$ cat config.mk
export PLATFORM = sky130hd
export DESIGN_NAME = bram_dma_loader
export DESIGN_NICKNAME = d
export VERILOG_FILES = /design/src/rtl/bram_dma_loader.sv
export SDC_FILE = /design/constraint.sdc
export NUM_CORES = 1
export LEC_CHECK = 0
export ABC_AREA = 1
export BUFFER_PORTS_ARGS = -buffer_cell sky130_fd_sc_hd__buf_2
export CAP_MARGIN = 30
export CELL_PAD_IN_SITES_DETAIL_PLACEMENT = 0
export CELL_PAD_IN_SITES_GLOBAL_PLACEMENT = 1
export CORE_MARGIN = 2
export CORE_UTILIZATION = 34
export CTS_BUF_LIST = sky130_fd_sc_hd__clkbuf_16
export DETAILED_ROUTE_END_ITERATION = 6
export PLACE_DENSITY = 0.77
export REMOVE_ABC_BUFFERS = 1
export SYNTH_ARGS = -nofsm -noshare
export SYNTH_HDL_FRONTEND = slang
export SYNTH_SLANG_ARGS = --single-unit
$ cat constraint.sdc
create_clock -name clk -period 1.8 [get_ports clk]
set_input_delay 0.09 -clock clk [delete_from_list [all_inputs] [get_ports clk]]
set_output_delay 0.09 -clock clk [all_outputs]
set_load 0.02 [all_outputs]
$ cat src/rtl/bram_dma_loader.sv
// ============================================================================
//  Module   : bram_dma_loader
//  Purpose  : Stream-to-BRAM DMA responder; writes a valid/ready/last word
//             stream into BRAM from a latched base address, then pulses done.
//  Revision : 1.0  initial release
// ============================================================================
`default_nettype none

module bram_dma_loader #(
    parameter int ADDR_W = 32,
    parameter int DATA_W = 32,
    parameter int LEN_W  = 16
) (
    input  logic              clk,
    input  logic              rst,
    input  logic              dma_go_i,
    input  logic [ADDR_W-1:0] base_addr_i,
    input  logic [LEN_W-1:0]  xfer_len_i,
    input  logic [DATA_W-1:0] s_data_i,
    input  logic              s_valid_i,
    input  logic              s_last_i,
    output logic              s_ready_o,
    output logic              bram_we_o,
    output logic [ADDR_W-1:0] bram_addr_o,
    output logic [DATA_W-1:0] bram_wdata_o,
    output logic              dma_done_o,
    output logic              len_err_o,
    output logic              busy_o,
    output logic [LEN_W-1:0]  words_done_o
);

    typedef enum logic [0:0] {
        ST_IDLE = 1'b0,
        ST_XFER = 1'b1
    } state_t;

    state_t             state_q, state_d;
    logic [ADDR_W-1:0]  base_q, base_d;
    logic [LEN_W-1:0]   len_q, len_d;
    logic [LEN_W-1:0]   cnt_q, cnt_d;
    logic               bram_we_q, bram_we_d;
    logic [ADDR_W-1:0]  bram_addr_q, bram_addr_d;
    logic [DATA_W-1:0]  bram_wdata_q, bram_wdata_d;
    logic               dma_done_q, dma_done_d;
    logic               len_err_q, len_err_d;
    logic [LEN_W-1:0]   words_done_q, words_done_d;

    logic               w_in_xfer;
    logic               w_beat;
    logic               w_final;

    // Ready depends on the state register only, never on s_valid.
    assign w_in_xfer = (state_q == ST_XFER);
    assign w_beat    = s_valid_i & w_in_xfer;
    assign w_final   = (cnt_q == (len_q - LEN_W'(1)));

    always_comb begin
        state_d      = state_q;
        base_d       = base_q;
        len_d        = len_q;
        cnt_d        = cnt_q;
        bram_we_d    = 1'b0;
        bram_addr_d  = bram_addr_q;
        bram_wdata_d = bram_wdata_q;
        dma_done_d   = 1'b0;
        len_err_d    = 1'b0;
        words_done_d = words_done_q;

        case (state_q)
            ST_IDLE: begin
                if (dma_go_i) begin
                    cnt_d        = '0;
                    words_done_d = '0;
                    if (xfer_len_i != '0) begin
                        state_d = ST_XFER;
                        base_d  = base_addr_i;
                        len_d   = xfer_len_i;
                    end else begin
                        dma_done_d = 1'b1;
                    end
                end
            end
            ST_XFER: begin
                if (w_beat) begin
                    bram_we_d    = 1'b1;
                    bram_addr_d  = base_q + ADDR_W'(cnt_q);
                    bram_wdata_d = s_data_i;
                    cnt_d        = cnt_q + LEN_W'(1);
                    words_done_d = cnt_q + LEN_W'(1);
                    if (w_final || s_last_i) begin
                        state_d    = ST_IDLE;
                        dma_done_d = 1'b1;
                        // Error when the marker and the count disagree on the end.
                        len_err_d  = s_last_i ^ w_final;
                    end
                end
            end
            default: state_d = ST_IDLE;
        endcase
    end

    always_ff @(posedge clk) begin
        if (rst) begin
            state_q      <= ST_IDLE;
            base_q       <= '0;
            len_q        <= '0;
            cnt_q        <= '0;
            bram_we_q    <= 1'b0;
            bram_addr_q  <= '0;
            bram_wdata_q <= '0;
            dma_done_q   <= 1'b0;
            len_err_q    <= 1'b0;
            words_done_q <= '0;
        end else begin
            state_q      <= state_d;
            base_q       <= base_d;
            len_q        <= len_d;
            cnt_q        <= cnt_d;
            bram_we_q    <= bram_we_d;
            bram_addr_q  <= bram_addr_d;
            bram_wdata_q <= bram_wdata_d;
            dma_done_q   <= dma_done_d;
            len_err_q    <= len_err_d;
            words_done_q <= words_done_d;
        end
    end

    assign s_ready_o    = w_in_xfer;
    assign busy_o       = w_in_xfer;
    assign bram_we_o    = bram_we_q;
    assign bram_addr_o  = bram_addr_q;
    assign bram_wdata_o = bram_wdata_q;
    assign dma_done_o   = dma_done_q;
    assign len_err_o    = len_err_q;
    assign words_done_o = words_done_q;

endmodule

`default_nettype wire
## Word-level counts from Yosys, hierarchy flattened

Index checks and enable logic that the tools add are counted.

| storage, ports and cells | value |
|---|---|
| bits in registers | 132 |
| input bits | 85 |
| word-level logic and storage cells | 41 |

| operators by class | value |
|---|---|
| $add $sub $neg | 3 |
| equal/unequal tests | 3 |
| multiplexer cells | 14 |
| bitwise gates (word level) | 5 |
| reduce and logical (&&, ||, !) cells | 7 |

Operators by type and width:

| kind | number |
|---|---|
| adder 32 x 16 -> 32 bit | 1 |
| two-way mux 16 bit | 2 |
| one-hot mux 16 bit (2 select lines) | 1 |
| adder 16 x 1 -> 16 bit (second input constant) | 1 |
| equality test 16 bit | 1 |
| nonzero test 16 bit | 1 |
| subtractor 16 x 1 -> 16 bit (second input constant) | 1 |
| two-way mux 1 bit | 9 |
| one-hot mux 1 bit (2 select lines) | 2 |
| AND reduction 2 bit | 2 |
| OR reduction 4 bit | 1 |
| inverter 1 bit | 3 |
| AND reduction 3 bit | 1 |
| != test 2 x 1 -> 1 bit (second input constant) | 1 |
| != test 2 bit (second input constant) | 1 |
| OR reduction 2 bit | 1 |
| AND 1 bit | 1 |
| logical OR 1 bit | 1 |
| bitwise XOR 1 bit | 1 |

## Longest topological paths before layout

Gate-level depths: netlist of run 1.

| logic depth | value |
|---|---|
| word-level depth | 6 |
| mapped depth | 15 |

## Worst setup path before layout of run 1

Ideal clock, no wire load.

| timing | value |
|---|---|
| path type | register -> register |
| start point | register, netlist name words_done_o[0] |
| end point | register bram_addr_q[16], in the netlist bram_addr_o[16] |
| library setup time | 0.109 ns |
| data arrival time | 1.950 ns |
| data required time | 1.691 ns |
| slack | -0.259 ns |
| cell stages (with the launch flop) | 12 |
| path buffers | 0 |
| period minus slack after synthesis | 2.059 ns |
| path through | dfxtp_1 ha_1 inv_1 fa_1 nor2_1 nor2_1 o21bai_1 nand3_1 nand3_1 nand3_1 nand2_1 inv_1 |

RTL lines:

| element | RTL line | source |
|---|---|---|
| to (signal assigned) | 120 | `bram_addr_q <= bram_addr_d;` |
| to (decl) | 42 | `logic [ADDR_W-1:0] bram_addr_q, bram_addr_d;` |

## Worst setup path in the final report of run 1

| timing | value |
|---|---|
| start point | register len_q[1] |
| end point | register len_err_q, in the netlist len_err_o |

| between the ends | value |
|---|---|
| longest elaborated chain between the ends | 5 |
| elaborated cells on any way between the ends | 6 |
| classes of those cells | add/sub (1); eq/ne (1); bitwise (2); reduce/logical (2) |

Ends and longest elaborated chain:

| element | RTL line | source |
|---|---|---|
| from (decl) | 39 | `logic [LEN_W-1:0] len_q, len_d;` |
| from (signal assigned) | 117 | `len_q <= len_d;` |
| subtractor 16 x 1 -> 16 bit (*) | 55 | `assign w_final = (cnt_q == (len_q - LEN_W'(1)));` |
| equality test 16 bit (*) | 55 |  |
| logical OR 1 bit | 90 | `if (w_final \|\| s_last_i) begin` |
| inverter 1 bit (no source line) | - |  |
| OR reduction 4 bit (no source line) | - |  |
| to (signal assigned) | 123 | `len_err_q <= len_err_d;` |
| to (decl) | 45 | `logic len_err_q, len_err_d;` |

Every way passes the cells marked *; elsewhere a longest branch is shown, timed or not.
A chain may end at the register's enable or synchronous reset.

==> key figures, run 1 <==
CTS
  – Clock Path Buffers: 2
  – Clock sinks: 132
  – H-tree Lvls: 4
  – Reg clk slew, reported paths: 60 ps
  – TritonCTS clock tree: yes
  – CTS root buf: clkbuf_16
  – Num CTS Buffers: 17
  – Worst skew pair latency: 420 ps

Logic synthesis
  – Async S/R FF share, synth: 0
  – Top FF cell, synth: dfxtp_1
  – Syn Inst Count: 1113
  – Sequential element share of the synthesized area: 0.3684
  – Number of flops mapped to enable cells by yosys: 0
  – Yosys warnings: 0
  – Synthesized flop and latch total: 132
  – Mapped Area: 0.007173 mm^2
  – Synth Area per Inst: 6.445 um^2
  – Unique cell type count in the Yosys netlist: 39

Power
  – Power per cell area: 781.1 mW/mm^2
  – Clock share of power: 0.439
  – Sequential share of power: 0.384
  – Internal: 6.215 mW
  – Design Power: 8.493 mW
  – Leakage: 5.365 nW
  – Comb pwr share: 0.177
  – Peak VDD IR: 0.5485 mV
  – Switching Power: 2.278 mW
  – Switch share: 0.2683

Worst setup path
  – Crit path capture type: flop
  – Crit path arrival time: 2190 ps
  – CP max stage delay: 340 ps
  – Worst-path fanout max: 2
  – Crit Reg-Reg Startpoint: len_q[1]
  – Crit Path Category: reg -> reg
  – Worst R2R End: len_err_o
  – Crit-path cells: inv_2 -> ha_4 -> inv_2 -> nand2_1 -> nand2_1 -> nor2_1 -> nand4_1 -> nor2_1 -> nand4_1 -> nor2_2 -> nand3_2 -> ha_4 -> nor3b_4
  – Flop2flop setup slack: -90 ps
  – Worst R2R Path Depth: 13
  – CP max stage cell: dfxtp_2
  – CP required: 2100 ps
  – Worst setup SP type: flop

Routing
  – Post-route DRC: 0
  – Drt first pass iters: 5
  – WL/cell: 13.21 um
  – Vias after detailed routing: 7881
  – Via/cell ratio: 4.609
  – Post-route ant nets: 0
  – Drt initial violations: 391
  – Routed Wire Length: 22590 um

Worst hold path
  – Hold Path Stages: 3
  – Worst min-delay path startpoint: base_addr_i[1]
  – Hold Path End: base_q[1]
  – HP Class: in -> reg

GRT
  – Number of global-route vias before repair: 7444
  – Overflow left after global routing: 0
  – Met2 Use GR: 0.3399
  – GR Util met1: 0.2714
  – GRT Overall Usage: 0.2027
  – Largest net degree at the start of global routing: 62
  – Grt met3 use: 0.02966
  – Initial antenna violation count: 0
  – First-pass GRT wire length: 36090 um
  – Busiest grt layer: met2

Placement
  – DP HPWL: 16020 um
  – Post-Place Worst Slack: -312.7 ps
  – # port buffers: 169
  – GPL Wtd Cong: 0.8701

STA
  – Fin. Hold Viols: 0
  – Fin crit share: 1.051
  – Unrepaired setup endpoints after global routing: yes
  – Final WS setup: -92.36 ps
  – Min Tclk post-route: 1892 ps
  – Setup Skew: 9.979 ps
  – Slew HR: 0.6928
  – Final setup vio count: 3
  – Final hold slack: 11.75 ps
  – TNS Setup: -188.4 ps
  – Fmax: 528.4 MHz
  – Worst-Margin Slew: 460.8 ps
  – Slew Viols, Final: 0

Layout
  – Area growth syn-to-layout: 51.58%
  – Util after Layout: 0.5205
  – NumNets Final: 1527
  – Most common cell after layout, fill and taps aside: nand2_1
  – Most frequent cells in the layout: 248 x nand2_1, 190 x nor2_1, 169 x buf_2
  – Layout cells sized above 1: 0.2892
  – Antenna cells: 0

Floorplan
  – # IOs: 170
  – Die outline height: 149.3 um
  – Rows: 53
  – Die span in x: 149.3 um
  – Initial Util: 0.3434
  – DIE AREA: 0.02228 mm^2
  – CORE AREA: 0.02089 mm^2

Status
  – Status: complete, but fails checks
  – Failing checks: negative setup slack

Job
  – Max cap viols: 0
[worst max-delay path: cells and delay by family (launching register included)]
kind          cells  cell delay [ps]
flops             1              340
buf+inv           2               80
simple gates      9              860
fa+ha+maj         2              510
[registers in the layout, summed over array words and instances (netlist names), 16 cells and up]
signal and count:
base_q 32, words_done_o 16, bram_addr_o 32, len_q 16, bram_wdata_o 32
[synth_stat cells, types with 3 or more instances]
| cell | n | area share |
|---|---|---|
| a21oi_1 | 51 | 0.036 |
| o21bai_1 | 6 | 0.0063 |
| and2_1 | 3 | 0.0026 |
| nor2_2 | 13 | 0.011 |
| xor2_1 | 16 | 0.020 |
| nand4_1 | 11 | 0.0096 |
| o21ai_1 | 4 | 0.0028 |
| nor3_1 | 7 | 0.0049 |
| dfxtp_1 | 132 | 0.37 |
| nand2_1 | 280 | 0.15 |
| xnor2_1 | 10 | 0.012 |
| nor2_1 | 203 | 0.11 |
| buf_2 | 16 | 0.011 |
| ha_1 | 19 | 0.033 |
| nand3_1 | 53 | 0.037 |
| inv_1 | 132 | 0.069 |
| o21ai_0 | 109 | 0.076 |
| nand3_2 | 5 | 0.0070 |
| clkbuf_1 | 20 | 0.010 |
[worst max path at each step]
stage | start | to | slack [ps] | depth (start not counted)
after floorplan | busy_o | words_done_o[14] | -1510 | 7
after CTS | len_q[0] | len_err_o | -120 | 13
after global routing | len_q[0] | len_err_o | -250 | 13
final | len_q[1] | len_err_o | -90 | 13
after detailed placement | len_q[0] | busy_o | -310 | 14
after global placement | len_q[0] | busy_o | -240 | 14
[through the flow]
stage	cells	cell area, um^2
after floorplan	1074	7002
after global placement	1596	8852
after detailed placement	1596	8852
after CTS	1707	10430
after global routing	1710	10870
final	1710	10870
[cells by family after synthesis]
family / Yosys count / share of synthesized area
simple gates: 587 / 0.3389
buf+inv: 172 / 0.09349
flops: 132 / 0.3684
xor+xnor: 28 / 0.03820
compound gates: 174 / 0.1251
fa+ha+maj: 20 / 0.03593
[final cells by class]
| type | instances | area [um^2] |
|---|---|---|
| clock buffers | 17 | 425.4 |
| clock inverters | 15 | 197.7 |
| fillers | 2090 | 10020 |
| inverters | 133 | 499.2 |
| multi-input cells | 809 | 4410 |
| flip-flops and latches | 132 | 2669 |
| well taps | 275 | 344.1 |
| repair buffers | 329 | 2327 |
[what timing repair did]
item | CTS | global route
gates cloned | 0 | 0
endpoints found under the setup margin | 22 | 31
pin swaps | 15 | 42
hold buffers | 79 | 0
resized for setup | 39 | 111
hold endpoints to repair | 81 | 0
setup buffers | 0 | 3
[per-layer routing]
layer  wire, um  part of all wire
met5          0                 0
met4        251             0.011
met3       1006             0.045
met2      10230              0.45
met1      11100              0.49
[power by group through the flow]
stage / clock network (mW) / registers, mW / logic (mW)
3_5_place_dp: 0 / 3.31 / 1.27
6_report: 3.73 / 3.26 / 1.50
5_1_grt: 3.94 / 3.29 / 1.68
2_1_floorplan: 0 / 3.41 / 0.621
3_3_place_gp: 0 / 3.31 / 1.25
4_1_cts: 3.82 / 3.25 / 1.44
No activity file was read; power rests on OpenSTA's default activity.
==> run 2: changes to the inputs <==
- REMOVE_ABC_BUFFERS: 1 -> default
==> key figures, run 2 (synthesis results as in run 1) <==
Job
  – Max cap viols: 0

Status
  – Failing checks: negative setup slack
  – Status: complete, but fails checks

Power
  – Clock share of power: 0.436
  – Switching Power: 2.348 mW
  – Comb pwr share: 0.176
  – Design Power: 8.433 mW
  – Internal: 6.085 mW
  – Peak VDD IR: 0.6223 mV
  – Sequential share of power: 0.389
  – Switch share: 0.2785
  – Power per cell area: 776.8 mW/mm^2
  – Leakage: 5.298 nW

Layout
  – Antenna cells: 0
  – Layout cells sized above 1: 0.3047
  – Post-route cell area: 0.01086 mm^2
  – Most frequent cells in the layout: 241 x nand2_1, 187 x nor2_1, 169 x buf_2
  – Fill count: 2080
  – Area growth syn-to-layout: 51.35%
  – NumNets Final: 1527
  – Final cell count without fillers: 1709
  – Most common cell after layout, fill and taps aside: nand2_1

Worst setup path
  – Crit Path Category: reg -> reg
  – CP max stage cell: dfxtp_2
  – Crit path arrival time: 2200 ps
  – CP max stage delay: 320 ps
  – Most used cell, CP: nand3_1
  – CP delay by family, top: simple AND/OR/NAND/NOR gates
  – Worst Path Buf+Inv: 2
  – Worst setup SP type: flop
  – Crit Reg-Reg Startpoint: len_q[0]
  – Crit. Startpoint: len_q[0]
  – Crit path capture type: flop
  – Crit-path cells: inv_2 -> buf_4 -> nand3_1 -> nor2_4 -> nand3_2 -> nor3_2 -> xor2_1 -> nand3_1 -> ha_2 -> o21ai_1 -> a21oi_1
  – Worst-path fanout max: 5
  – CP required: 2100 ps

STA
  – Final setup vio count: 2
  – Slew HR: 0.5824
  – Fin crit share: 1.053
  – Final WS setup: -94.87 ps
  – Setup Skew: 8.547 ps
  – Final hold slack: 13.17 ps
  – Min Tclk post-route: 1895 ps
  – Slew Viols, Final: 0
  – Fin. Hold Viols: 0
  – Fmax: 527.7 MHz
  – Worst-Margin Slew: 625.5 ps
  – Unrepaired setup endpoints after global routing: yes

Floorplan
  – # IOs: 170
  – Die outline height: 149.3 um
  – Rows: 53
  – DIE AREA: 0.02228 mm^2
  – Die span in x: 149.3 um
  – CORE AREA: 0.02089 mm^2
  – Initial Util: 0.3434

Routing
  – Drt initial violations: 426
  – Drt first pass iters: 5
  – Routed Wire Length: 24120 um
  – Via/cell ratio: 4.671
  – WL/cell: 14.12 um
  – Post-route ant nets: 0
  – Vias after detailed routing: 7982
  – Post-route DRC: 0

Placement
  – Placed Cells: 1593
  – Post-Place Worst Slack: -204.2 ps
  – Placed Area: 0.008842 mm^2
  – # port buffers: 169
  – GPL Wtd Cong: 0.8989
  – DP HPWL: 17470 um

CTS
  – Clock Path Buffers: 2
  – Num CTS Buffers: 17
  – Worst skew pair latency: 420 ps
  – CTS root buf: clkbuf_16
  – H-tree Lvls: 4
  – Reg clk slew, reported paths: 60 ps
  – TritonCTS clock tree: yes
  – Clock sinks: 132

GRT
  – First-pass GRT wire length: 38000 um
  – Initial antenna violation count: 0
  – GRT Overall Usage: 0.2175
  – Overflow left after global routing: 0
  – Largest net degree at the start of global routing: 39
  – Number of global-route vias before repair: 7380

Worst hold path
  – Worst min-delay path startpoint: base_addr_i[16]
  – HP Class: in -> reg

Logic synthesis
  – Mapped Nets: 1218
-- run 2: cell types whose count changed in the layout (fill, tap and decap cells not counted), sizes merged --
cell and delta:
clkinvlp +2, bufinv -1, dlygate4sd3 +1, clkinv +1, buf -1, inv -3
-- run 2: stage by stage --
step	setup TNS, ps	utilization
after floorplan	0	-
after global placement	-910.5	0.4233
after detailed placement	-1182	0.4233
after CTS	-309.3	0.4991
after global routing	-1320	0.5197
final	-183.6	0.5197
-- run 2: power by group through the flow --
stage	Sequential, mW	Combinational, mW	Clock, mW
global route	3.30	1.65	3.89
CTS	3.26	1.43	3.76
floorplan	3.41	0.661	0
detailed placement	3.32	1.26	0
global placement	3.31	1.25	0
finish	3.28	1.48	3.67
-- run 2: repair_timing --
action	4_1_cts	5_1_grt
setup endpoints to repair	21	34
setup buffers	2	3
pin swaps	18	39
gates resized for setup	35	118
hold buffers	80	0
hold endpoints to repair	82	0
-- run 2: area by class of cell --
type | count | area [um^2] | area share
Multi-Input combinational cell | 809 | 4408 | 0.4060
Sequential cell | 132 | 2680 | 0.2469
Timing Repair Buffer | 329 | 2313 | 0.2131
Inverter | 133 | 499.2 | 0.04598
Clock buffer | 17 | 425.4 | 0.03918
Tap cell | 275 | 344.1 | 0.03169
Clock inverter | 14 | 186.4 | 0.01717
-- run 2: metal layers --
metal  global-route usage  vias up  share of wire
li1                     -     4124              -
met1               0.2959     3613           0.47
met2               0.3530      230           0.46
met3              0.05138       15          0.060
met4              0.04381        0         0.0059
met5                    0        -              0
-- run 2: tightest hold or removal path, cell delays in order --
cell and delay [ps]:
buf_2 80, o21ai_0 110, a21oi_1 120
-- run 2: path summary, 6_finish.rpt --
path,end,slack [ps],cells after the start
worst max-delay path,busy_o,-90,11
worst min-delay path,base_q[16],10,3
worst max register to register,busy_o,-90,11
worst min register to register,base_q[31],470,2
==> run 3: changes to the inputs <==
- SETUP_SLACK_MARGIN: default -> 0.02
==> key figures, run 3 (synthesis results as in run 1) <==
Floorplan
  – # IOs: 170
  – CORE AREA: 0.02089 mm^2
  – Die span in x: 149.3 um
  – Rows: 53
  – Die outline height: 149.3 um
  – DIE AREA: 0.02228 mm^2
  – Initial Util: 0.3434

Worst hold path
  – Hold Path Stages: 4
  – Worst min-delay path startpoint: s_last_i
  – HP Class: in -> reg
  – Hold Path End: len_err_o

Layout
  – NumNets Final: 1532
  – Area growth syn-to-layout: 52.43%
  – Reg area: 0.002686 mm^2
  – Fill count: 2084
  – Layout cells sized above 1: 0.3097
  – Most frequent cells in the layout: 245 x nand2_1, 187 x nor2_1, 169 x buf_2
  – Post-route cell area: 0.01093 mm^2
  – Multi-input logic area: 0.004463 mm^2
  – Antenna cells: 0
  – Util after Layout: 0.5235
  – Most common cell after layout, fill and taps aside: nand2_1

Worst setup path
  – Worst R2R Path Depth: 14
  – Crit path arrival time: 2210 ps
  – Crit path capture type: flop
  – Flop2flop setup slack: -90 ps
  – Worst setup SP type: flop
  – Worst-path fanout max: 4
  – CP max stage delay: 360 ps
  – Worst Path Buf+Inv: 2
  – CP delay by family, top: simple AND/OR/NAND/NOR gates
  – Worst R2R End: busy_o
  – Crit-path cells: inv_4 -> ha_4 -> inv_2 -> nand2_1 -> nand2_1 -> nor2_1 -> nand4_1 -> nor2_1 -> nand4_1 -> nor2_1 -> nand3_1 -> ha_4 -> o21ai_2 -> a21oi_1
  – CP max stage cell: dfxtp_2
  – Crit Path Category: reg -> reg
  – Most used cell, CP: nor2_1
  – CP required: 2110 ps
  – Crit Reg-Reg Startpoint: len_q[0]

Routing
  – Post-route ant nets: 0
  – Routed Wire Length: 24140 um
  – Via/cell ratio: 4.633
  – Vias after detailed routing: 7945
  – Post-route DRC: 0
  – Drt first pass iters: 5
  – Drt initial violations: 319
  – WL/cell: 14.07 um

CTS
  – Clock sinks: 132
  – Reg clk slew, reported paths: 60 ps
  – TritonCTS clock tree: yes
  – H-tree Lvls: 4
  – Worst skew pair latency: 430 ps
  – Clock Path Buffers: 2
  – Num CTS Buffers: 17
  – CTS root buf: clkbuf_16

GRT
  – Largest net degree at the start of global routing: 59
  – Initial antenna violation count: 0
  – Overflow left after global routing: 0
  – First-pass GRT wire length: 38780 um
  – GRT Overall Usage: 0.2210
  – Number of global-route vias before repair: 7695

STA
  – Unrepaired setup endpoints after global routing: yes
  – Setup Skew: 9.516 ps
  – Min Tclk post-route: 1891 ps
  – Slew Viols, Final: 0
  – Final setup vio count: 2
  – Worst-Margin Slew: 326.2 ps
  – Slew HR: 0.7809
  – Fmax: 528.7 MHz
  – Fin crit share: 1.051
  – Final WS setup: -91.48 ps
  – Fin. Hold Viols: 0

Power
  – Power per cell area: 759.5 mW/mm^2
  – Design Power: 8.304 mW
  – Peak VDD IR: 0.6616 mV
  – Leakage: 5.344 nW

Logic synthesis
  – Mapped Nets: 1218

Status
  – Failing checks: negative setup slack
  – Status: complete, but fails checks

Placement
  – # port buffers: 169
  – GPL Wtd Cong: 0.8745
  – Placed Area: 0.008848 mm^2
  – DP HPWL: 17550 um

Job
  – Max cap viols: 0
[run 3: cell count changes in the layout (fill, tap and decap cells not counted), sizes merged]
| cell | previous run | this run |
|---|---|---|
| bufinv | 4 | 1 |
| dlygate4sd3 | 80 | 81 |
| inv | 134 | 143 |
| clkinv | 6 | 2 |
| clkinvlp | 3 | 2 |
| buf | 249 | 253 |
[run 3: routing by layer]
metal / GRT usage / wire, um / part of all wire / vias to the layer above
li1: - / - / - / 4142
met1: 0.3029 / 11890 / 0.49 / 3582
met2: 0.3521 / 10610 / 0.44 / 199
met3: 0.04893 / 1329 / 0.055 / 22
met4: 0.05810 / 311 / 0.013 / 0
met5: 0 / 0 / 0 / -
[run 3: per-stage QoR]
stage | setup WS (ps) | instances | hold WS, ps | TNS (ps)
after global placement | -168.5 | 1592 | 314.6 | -1004
after CTS | -108.7 | 1708 | 107.4 | -265.0
final | -91.48 | 1715 | 125.3 | -157.0
after global routing | -266.3 | 1715 | 123.4 | -1181
after detailed placement | -203.1 | 1592 | 316.6 | -1276
after floorplan | 4.155 | 1113 | 151.7 | 0
[run 3: worst max path at each step]
| stage | startpoint | to | slack [ps] | cells after the start |
|---|---|---|---|---|
| finish | len_q[0] | busy_o | -90 | 14 |
| global route | len_q[1] | busy_o | -270 | 14 |
| CTS | len_q[0] | len_err_o | -110 | 13 |
| detailed placement | words_done_o[0] | bram_addr_o[16] | -200 | 11 |
| global placement | words_done_o[0] | bram_addr_o[16] | -170 | 11 |
| floorplan | words_done_o[0] | bram_addr_o[16] | 4 | 11 |
[run 3: area by class of cell]
| type | count | area share |
|---|---|---|
| Multi-Input combinational cell | 809 | 0.4082 |
| Sequential cell | 132 | 0.2457 |
| Timing Repair Buffer | 334 | 0.2152 |
| Inverter | 133 | 0.04589 |
| Clock buffer | 17 | 0.03891 |
| Tap cell | 275 | 0.03147 |
| Clock inverter | 15 | 0.01465 |
[run 3: worst min-delay path: stages]
cell     delay, ps
buf_2          100
inv_1          100
ha_4           170
nor3b_2         40
[run 3: report_power, final]
group          leakage [nW]  total, mW  switching, mW  internal, mW
logic                  3.96       1.53          0.843         0.691
registers              1.10       3.26          0.149          3.11
clock network         0.284       3.51           1.54          1.97
total                  5.34       8.30           2.53          5.77
[run 3: repair_timing]
action	CTS	global route
hold endpoints to repair	83	0
endpoints found under the setup margin	24	34
gates resized for setup	48	112
hold buffers	81	0
pin swaps	11	40
buffers inserted	3	7
